===== src/rtl/if_fetch_unit_if.sv =====
// Bundle of the fetch unit's pipeline-control, instruction-memory and IF/ID signals.
// master = fetch unit side, slave = surrounding pipeline and memory.
interface if_fetch_unit_if;
  logic        freeze;
  logic        branch_taken;
  logic [31:0] branch_addr;
  logic        mem_req;
  logic [31:0] mem_addr;
  logic        mem_ack;
  logic [31:0] mem_rdata;
  logic [31:0] pc_out;
  logic [31:0] instruction;
  logic        valid;
  logic        fetch_stall;

  modport master (
    input  freeze, branch_taken, branch_addr, mem_ack, mem_rdata,
    output mem_req, mem_addr, pc_out, instruction, valid, fetch_stall
  );

  modport slave (
    output freeze, branch_taken, branch_addr, mem_ack, mem_rdata,
    input  mem_req, mem_addr, pc_out, instruction, valid, fetch_stall
  );
endinterface


===== src/rtl/if_fetch_unit.sv =====
// Instruction-fetch front end: owns the PC, issues single-outstanding memory requests
// and presents one instruction (or a NOP bubble) per cycle to the IF/ID register.
module if_fetch_unit #(
  parameter logic [31:0] RESET_PC  = 32'h0000_0000,
  parameter logic [31:0] NOP_INSTR = 32'hE000_0000,
  parameter logic [31:0] PC_STEP   = 32'd4
) (
  input  logic            clk,
  input  logic            rst,
  if_fetch_unit_if.master bus
);

  localparam logic [1:0] S_IDLE = 2'd0;
  localparam logic [1:0] S_REQ  = 2'd1;
  localparam logic [1:0] S_HOLD = 2'd2;

  logic [1:0]  r_state;
  logic [31:0] r_pc;
  logic [31:0] r_req_addr;
  logic [31:0] r_hold_instr;
  logic [31:0] r_hold_pc;
  logic        r_discard;

  logic        w_ack_live;
  logic        w_hold_live;
  logic        w_valid;
  logic [31:0] w_req_next;

  function automatic logic [31:0] pc_inc(input logic [31:0] a);
    return a + PC_STEP;
  endfunction

  // A word is only presented if it belongs to the current PC and no redirect is happening.
  assign w_ack_live  = (r_state == S_REQ) && bus.mem_ack && !r_discard && !bus.branch_taken;
  assign w_hold_live = (r_state == S_HOLD) && !bus.branch_taken;
  assign w_valid     = w_ack_live || w_hold_live;
  assign w_req_next  = pc_inc(r_req_addr);

  assign bus.mem_req     = (r_state == S_REQ);
  assign bus.mem_addr    = r_req_addr;
  assign bus.valid       = w_valid;
  assign bus.fetch_stall = !w_valid;
  assign bus.instruction = w_ack_live  ? bus.mem_rdata :
                           w_hold_live ? r_hold_instr  : NOP_INSTR;
  assign bus.pc_out      = w_ack_live  ? w_req_next    :
                           w_hold_live ? r_hold_pc     : 32'h0000_0000;

  always_ff @(posedge clk or posedge rst) begin
    if (rst) begin
      r_state      <= S_IDLE;
      r_pc         <= RESET_PC;
      r_req_addr   <= RESET_PC;
      r_hold_instr <= 32'h0000_0000;
      r_hold_pc    <= 32'h0000_0000;
      r_discard    <= 1'b0;
    end else begin
      case (r_state)
        S_IDLE: begin
          r_state <= S_REQ;
          if (bus.branch_taken) begin
            r_pc       <= bus.branch_addr;
            r_req_addr <= bus.branch_addr;
          end else begin
            r_req_addr <= r_pc;
          end
        end

        S_REQ: begin
          if (bus.branch_taken) begin
            r_pc <= bus.branch_addr;
            // Without an ack the request must stay stable, so the stale word is marked for drop.
            if (bus.mem_ack) begin
              r_req_addr <= bus.branch_addr;
              r_discard  <= 1'b0;
            end else begin
              r_discard  <= 1'b1;
            end
          end else if (bus.mem_ack) begin
            if (r_discard) begin
              r_discard  <= 1'b0;
              r_req_addr <= r_pc;
            end else if (!bus.freeze) begin
              r_pc       <= w_req_next;
              r_req_addr <= w_req_next;
            end else begin
              r_hold_instr <= bus.mem_rdata;
              r_hold_pc    <= w_req_next;
              r_state      <= S_HOLD;
            end
          end
        end

        S_HOLD: begin
          if (bus.branch_taken) begin
            r_pc       <= bus.branch_addr;
            r_req_addr <= bus.branch_addr;
            r_state    <= S_REQ;
          end else if (!bus.freeze) begin
            r_pc       <= r_hold_pc;
            r_req_addr <= r_hold_pc;
            r_state    <= S_REQ;
          end
        end

        default: r_state <= S_IDLE;
      endcase
    end
  end

endmodule


===== src/flat_wrapper.sv =====
// flat-port wrapper written by rule: the top's interface ports become plain ports
module if_fetch_unit_flat 
#(
  parameter logic [31:0] RESET_PC  = 32'h0000_0000,
  parameter logic [31:0] NOP_INSTR = 32'hE000_0000,
  parameter logic [31:0] PC_STEP   = 32'd4
)
  (clk, rst, bus_freeze, bus_branch_taken, bus_branch_addr, bus_mem_ack, bus_mem_rdata, bus_mem_req, bus_mem_addr, bus_pc_out, bus_instruction, bus_valid, bus_fetch_stall);
  if_fetch_unit_if bus_i ();
  input  logic clk;
  input  logic rst;
  input wire logic [$bits(bus_i.freeze)-1:0] bus_freeze;
  input wire logic [$bits(bus_i.branch_taken)-1:0] bus_branch_taken;
  input wire logic [$bits(bus_i.branch_addr)-1:0] bus_branch_addr;
  input wire logic [$bits(bus_i.mem_ack)-1:0] bus_mem_ack;
  input wire logic [$bits(bus_i.mem_rdata)-1:0] bus_mem_rdata;
  output wire logic [$bits(bus_i.mem_req)-1:0] bus_mem_req;
  output wire logic [$bits(bus_i.mem_addr)-1:0] bus_mem_addr;
  output wire logic [$bits(bus_i.pc_out)-1:0] bus_pc_out;
  output wire logic [$bits(bus_i.instruction)-1:0] bus_instruction;
  output wire logic [$bits(bus_i.valid)-1:0] bus_valid;
  output wire logic [$bits(bus_i.fetch_stall)-1:0] bus_fetch_stall;
  assign bus_i.freeze = bus_freeze;
  assign bus_i.branch_taken = bus_branch_taken;
  assign bus_i.branch_addr = bus_branch_addr;
  assign bus_i.mem_ack = bus_mem_ack;
  assign bus_i.mem_rdata = bus_mem_rdata;
  assign bus_mem_req = bus_i.mem_req;
  assign bus_mem_addr = bus_i.mem_addr;
  assign bus_pc_out = bus_i.pc_out;
  assign bus_instruction = bus_i.instruction;
  assign bus_valid = bus_i.valid;
  assign bus_fetch_stall = bus_i.fetch_stall;
  if_fetch_unit #(.RESET_PC(RESET_PC), .NOP_INSTR(NOP_INSTR), .PC_STEP(PC_STEP)) u_core (.clk(clk), .rst(rst), .bus(bus_i));
endmodule

===== config.mk =====
export PLATFORM = sky130hd
export DESIGN_NAME = if_fetch_unit_flat
export DESIGN_NICKNAME = d
export VERILOG_FILES = /design/src/rtl/if_fetch_unit_if.sv /design/src/rtl/if_fetch_unit.sv /design/src/flat_wrapper.sv
export SDC_FILE = /design/constraint.sdc
export NUM_CORES = 1
export LEC_CHECK = 0
export CORE_ASPECT_RATIO = 1.75
export CORE_MARGIN = 4
export CORE_UTILIZATION = 48
export DETAILED_ROUTE_END_ITERATION = 6
export GPL_ROUTABILITY_DRIVEN = 0
export PLACE_DENSITY = 0.8
export SYNTH_ARGS = -nofsm -noshare
export SYNTH_HDL_FRONTEND = slang
export SYNTH_SLANG_ARGS = --single-unit

===== constraint.sdc =====
create_clock -name clk -period 4.6 [get_ports clk]
set_clock_uncertainty 0.05 [all_clocks]
set_input_delay 0.92 -clock clk [delete_from_list [all_inputs] [get_ports clk]]
set_output_delay 0.92 -clock clk [all_outputs]
set_load 0.05 [all_outputs]

* Yosys cells after proc, flatten, opt, wreduce, memory -nomap -nowiden
Cells that the tools add are included.
** Storage, ports and cells
- Register bits after elaboration :: 131
- Bits of input ports :: 69
- Logic and storage cells :: 63
** Cells by class
- Add/sub/neg operators :: 1
- Equality and inequality tests :: 11
- Multiplexer cells :: 27
- Bitwise gates (word level) :: 2
- Reductions and logical operators :: 16
** Operators by type and width (number)
- 2-to-1 mux 32 bit :: 15
- one-hot mux 32 bit (3 select lines) :: 2
- adder 32 x 3 -> 32 bit, second input constant :: 1
- AND reduction 5 bit :: 3
- 2-to-1 mux 2 bit :: 6
- inequality test 3 bit, second input constant :: 4
- inequality test 2 bit, second input constant :: 4
- one-hot mux 2 bit (3 select lines) :: 1
- logical AND 1 bit :: 4
- inequality test 4 x 3 -> 1 bit, second input constant :: 1
- AND reduction 4 bit :: 1
- logical NOT 1 bit :: 3
- 2-to-1 mux 1 bit :: 3
- nonzero test 3 bit :: 1
- == test 2 x 1 -> 1 bit, second input constant :: 1
- == test 2 bit, second input constant :: 1
- logical NOT 2 bit :: 1
- inverter 1 bit :: 2
- AND reduction 2 bit :: 1
- nonzero test 2 bit :: 1
- logical OR 1 bit :: 1

* Depth between registers and ports, before layout
Gate-level depths: netlist of the first run.
- Depth in word-level cells :: 6
- Mapped depth :: 11

* Worst setup path before layout of the first run
OpenSTA, ideal clock, no wires.
- Path type :: flip-flop to output port
- Start point :: register u_core.r_req_addr[2], in the netlist u_core.bus.mem_addr[2]
- End point :: output bus_pc_out[28]
- Data arrival time :: 3.635 ns
- Data required time :: 3.630 ns
- Slack :: -0.005 ns
- Stages on the path, launching flop included :: 8
- Path buffers :: 1
- Cell sequence :: dfrtp_1 > ha_1 > nand4_2 > or4_1 > or4_1 > buf_2 > xor2_1 > o21ai_0
** Between the ends
- Longest elaborated chain between the ends :: 2
** Ends and longest elaborated chain
- from (decl) :: RTL line if_fetch_unit.sv:19 : logic [31:0] r_req_addr;
- from (signal assigned) :: RTL line if_fetch_unit.sv:62 : r_req_addr <= bus.branch_addr;
- from (signal assigned) :: RTL line if_fetch_unit.sv:64 : r_req_addr <= r_pc;
- from (signal assigned) :: RTL line if_fetch_unit.sv:73 : r_req_addr <= bus.branch_addr;
- adder 32 x 3 -> 32 bit :: RTL line if_fetch_unit.sv:30 : return a + PC_STEP;
- 2-to-1 mux 32 bit :: RTL line if_fetch_unit.sv:45 : assign bus.pc_out = w_ack_live ? w_req_next :
- to (decl) :: RTL line flat_wrapper.sv:19 : output wire logic [$bits(bus_i.pc_out)-1:0] bus_pc_out;
Every way passes these cells.

* Final worst setup path of the first run
Ends and elaborated chain as after synthesis.

==> flow_metrics.py, run 1 <==
metrics = {
    "sta": {
        "fin_crit_sh_pct": 92.98,
        "slew_headroom_pct": 24.92,
        "hold_violations": 0,
        "grt_setup_unrepaired": "false",
        "fin_setup_tns_ns": 0,
        "worst_pin_slew_ns": 1.098,
        "fmax_mhz": 233.8,
        "setup_viol": 0,
        "finalMaxSlewViolations": 0,
        "finalCriticalPeriod_ns": 4.277,
    },
    "detailed_routing": {
        "ant_nets": 0,
        "drtPass1Iterations": 6,
        "vias_per_cell": 6.424,
        "via_count": 9038,
        "drtIter0Drc": 792,
        "wl_per_cell_um": 20.73,
        "drc_errors": 0,
        "drt-total-wl_um": 29170,
    },
    "clock_tree": {
        "post_cts_resized": 0,
        "htreeDepth": 4,
        "cts_sinks": 131,
        "clock_path_buffers": 2,
        "clk_pin_slew_ns": 0.06,
        "clkLatencyLatePin_ns": 0.42,
        "postCtsHoldBufs": 0,
        "cts_setup_buffers": 0,
        "cts_tree": "done",
        "cts_buffers": 17,
        "cts_root_buf": "clkbuf_16",
    },
    "grt": {
        "globalRouteTotalUtil_pct": 29.52,
        "grt.overflow.total": 0,
        "grt_max_degree": 95,
        "grt_pass1_wl_um": 46680,
        "first_global_vias": 9014,
        "antenna_found_initial": 0,
    },
    "final_layout": {
        "mostFrequentLayoutCells": "nand2_1 (182), dfrtp_1 (131), o21ai_0 (103), clkdlybuf4s50_1 (100), nand3_1 (80)",
        "diodes": 0,
        "layout-drive-gt1-share_pct": 15.14,
        "syn_to_final_growth_pct": 33.49,
        "fin_nets": 1237,
        "finalNonFillerCells": 1407,
        "layout_commonest_cell": "nand2_1",
        "stdcell_area_um2": 11340,
        "fillCellCount": 1445,
    },
    "yosys": {
        "synthArstFlopShare_pct": 100.0,
        "synthAdderAreaFrac_pct": 0.7363,
        "syn_avg_cell_area_um2": 8.170,
        "yosys-mux-area-fraction_pct": 6.082,
        "synth_top_area_share_pct": 38.58,
        "synth_fp_nets": 1114,
        "synth_top_area_cell": "dfrtp_1",
        "synth_warnings": 0,
        "netlist_instances": 1040,
        "synth_area_leaders": "dfrtp_1 (39%), nand2_1 (8.1%), o21ai_0 (6.1%)",
        "synth_edf_count": 0,
        "synth_top_family_by_area": "compound AO/OA/AOI/OAI gates",
        "yosys.area_share.xor_xnor_pct": 3.402,
        "yosysUniqueCellTypes": 72,
        "synth_area_um2": 8497,
        "yosysSeqAreaShare_pct": 38.58,
        "synthFlopType": "dfrtp_1",
        "synth_compound_area_share_pct": 24.41,
        "synthSimpleGateAreaFrac_pct": 21.98,
        "ys_seq_elements": 131,
    },
    "setup_path": {
        "worstPathArrival_ns": 3.31,
        "crit_end": "bus_pc_out[28]",
        "critPathMaxFanout": 8,
        "r2r_slack_ns": 1.38,
        "reg2reg_to": "u_core.r_pc[18]",
        "reg2reg_from": "u_core.r_state[1]",
        "start_kind": "flop",
        "crit_required_ns": 3.63,
        "reg2reg_depth": 10,
        "cp-startpoint": "u_core.bus.mem_addr[2]",
        "worstSetupEndpointType": "output pin",
        "worstSetupPathType": "flop to output pin",
    },
    "floorplan": {
        "rows": 64,
        "die_area_um2": 19980,
        "fp.coreArea_um2": 17460,
        "io_pins": 168,
        "initial_core_util_pct": 48.67,
        "die_h_um": 184.0,
        "die_w_um": 108.6,
    },
    "flow_run": {
        "maxCapViolations": 0,
    },
    "place": {
        "placed_cells": 1375,
        "port_buffers": 167,
        "place_area_um2": 10710,
        "dp_hpwl_um": 20020,
    },
    "worst_hold_path": {
        "hold_path_class": "flop to flop",
    },
    "power": {
        "peakVddDrop_v": 0.0004280,
        "leakagePower_nw": 4.677,
        "p_per_area_nw_per_um2": 767.2,
    },
    "status": {
        "status": "finished clean",
    },
}
-- worst min path at each step --
stage,to,depth (start not counted),from
6_report,u_core.r_pc[10],2,u_core.r_pc[10]
5_1_grt,u_core.r_hold_instr[12],1,u_core.r_hold_instr[12]
4_1_cts,u_core.r_pc[10],2,u_core.r_pc[10]
3_5_place_dp,u_core.r_pc[10],2,u_core.r_pc[10]
3_3_place_gp,u_core.r_pc[10],2,u_core.r_pc[10]
2_1_floorplan,u_core.r_pc[3],2,u_core.r_pc[3]
-- cell usage after synthesis (17+ instances only) --
| library cell | count |
|---|---|
| a211oi_1 | 25 |
| a21oi_1 | 52 |
| a22oi_1 | 19 |
| clkbuf_1 | 71 |
| dfrtp_1 | 131 |
| mux2_2 | 37 |
| nand2_1 | 184 |
| nand3_1 | 80 |
| nor2_1 | 60 |
| nor2b_1 | 17 |
| o21ai_0 | 104 |
| o31ai_1 | 22 |
| xnor2_1 | 18 |
-- metrics by stage --
step / total power [mW] / setup WS (ns) / hold WS [ns] / util (%)
2_1_floorplan: 5.457 / 0.1323 / 0.4125 / -
3_3_place_gp: 6.986 / 0.8352 / 0.4315 / 61.36
3_5_place_dp: 7.124 / 0.7987 / 0.4357 / 61.36
4_1_cts: 8.621 / 0.3410 / 0.4485 / 64.97
5_1_grt: 9.169 / 0.2256 / 0.4744 / 64.97
6_report: 8.702 / 0.3228 / 0.4526 / 64.97
-- final cells by class --
type	count	area [um2]	area share, %
Clock buffer	18	429.2	3.784
Clock inverter	14	201.4	1.776
Inverter	17	66.31	0.5847
Multi-Input combinational cell	804	4838	42.66
Sequential cell	131	3278	28.90
Tap cell	231	289.0	2.548
Timing Repair Buffer	192	2240	19.75
-- sequential cells by signal, summed over array words and instances (netlist names) --
name,flops
u_core.bus.mem_addr,32
u_core.r_hold_instr,32
u_core.r_hold_pc,32
u_core.r_pc,32
u_core.r_state,2
u_core.r_discard,1
-- metal layers --
layer	global-route usage, %	wire length, um	part of all wire [%]
met3	6.784	2594	8.9
met5	0	0	0
met2	48.15	14120	48
met4	20.02	1919	6.6
met1	34.01	10530	36
-- cells by family (layout without fill, tap and decap cells) --
logic type,Yosys count,in the layout
AND/OR/NAND/NOR,403,403
AO/OA/AOI/OAI,316,316
flip-flops,131,131
buffers and inverters,105,241
multiplexers,47,47
XOR/XNOR,33,33
adder cells (fa/ha/maj),5,5
-- critical path, cell delays in order, from the launching register on --
cell     delay (ns)
dfrtp_1        0.48
ha_1           0.29
nand4_2        0.17
or4_1          0.63
or4_1          0.69
xor2_1         0.22
o21ai_1        0.25
buf_12         0.17
-- power by group --
part | switching [mW] | internal, mW | leakage [nW] | total [mW]
registers | 0.621 | 1.71 | 1.63 | 2.33
logic | 3.10 | 1.80 | 2.74 | 4.90
clock network | 0.558 | 0.914 | 0.301 | 1.47
No activity file was read; power rests on OpenSTA's default activity.
==> run 2, diff against run 1 <==
--- a/config.mk
+++ b/config.mk
@@ -8,6 +8,7 @@
 export CORE_ASPECT_RATIO = 1.75
 export CORE_MARGIN = 4
 export CORE_UTILIZATION = 48
+export CTS_CLUSTER_DIAMETER = 80
 export DETAILED_ROUTE_END_ITERATION = 6
 export GPL_ROUTABILITY_DRIVEN = 0
 export PLACE_DENSITY = 0.8
==> results of run 2 <==
Same layout as run 1: the final DEF is identical, and so are final timing and power.
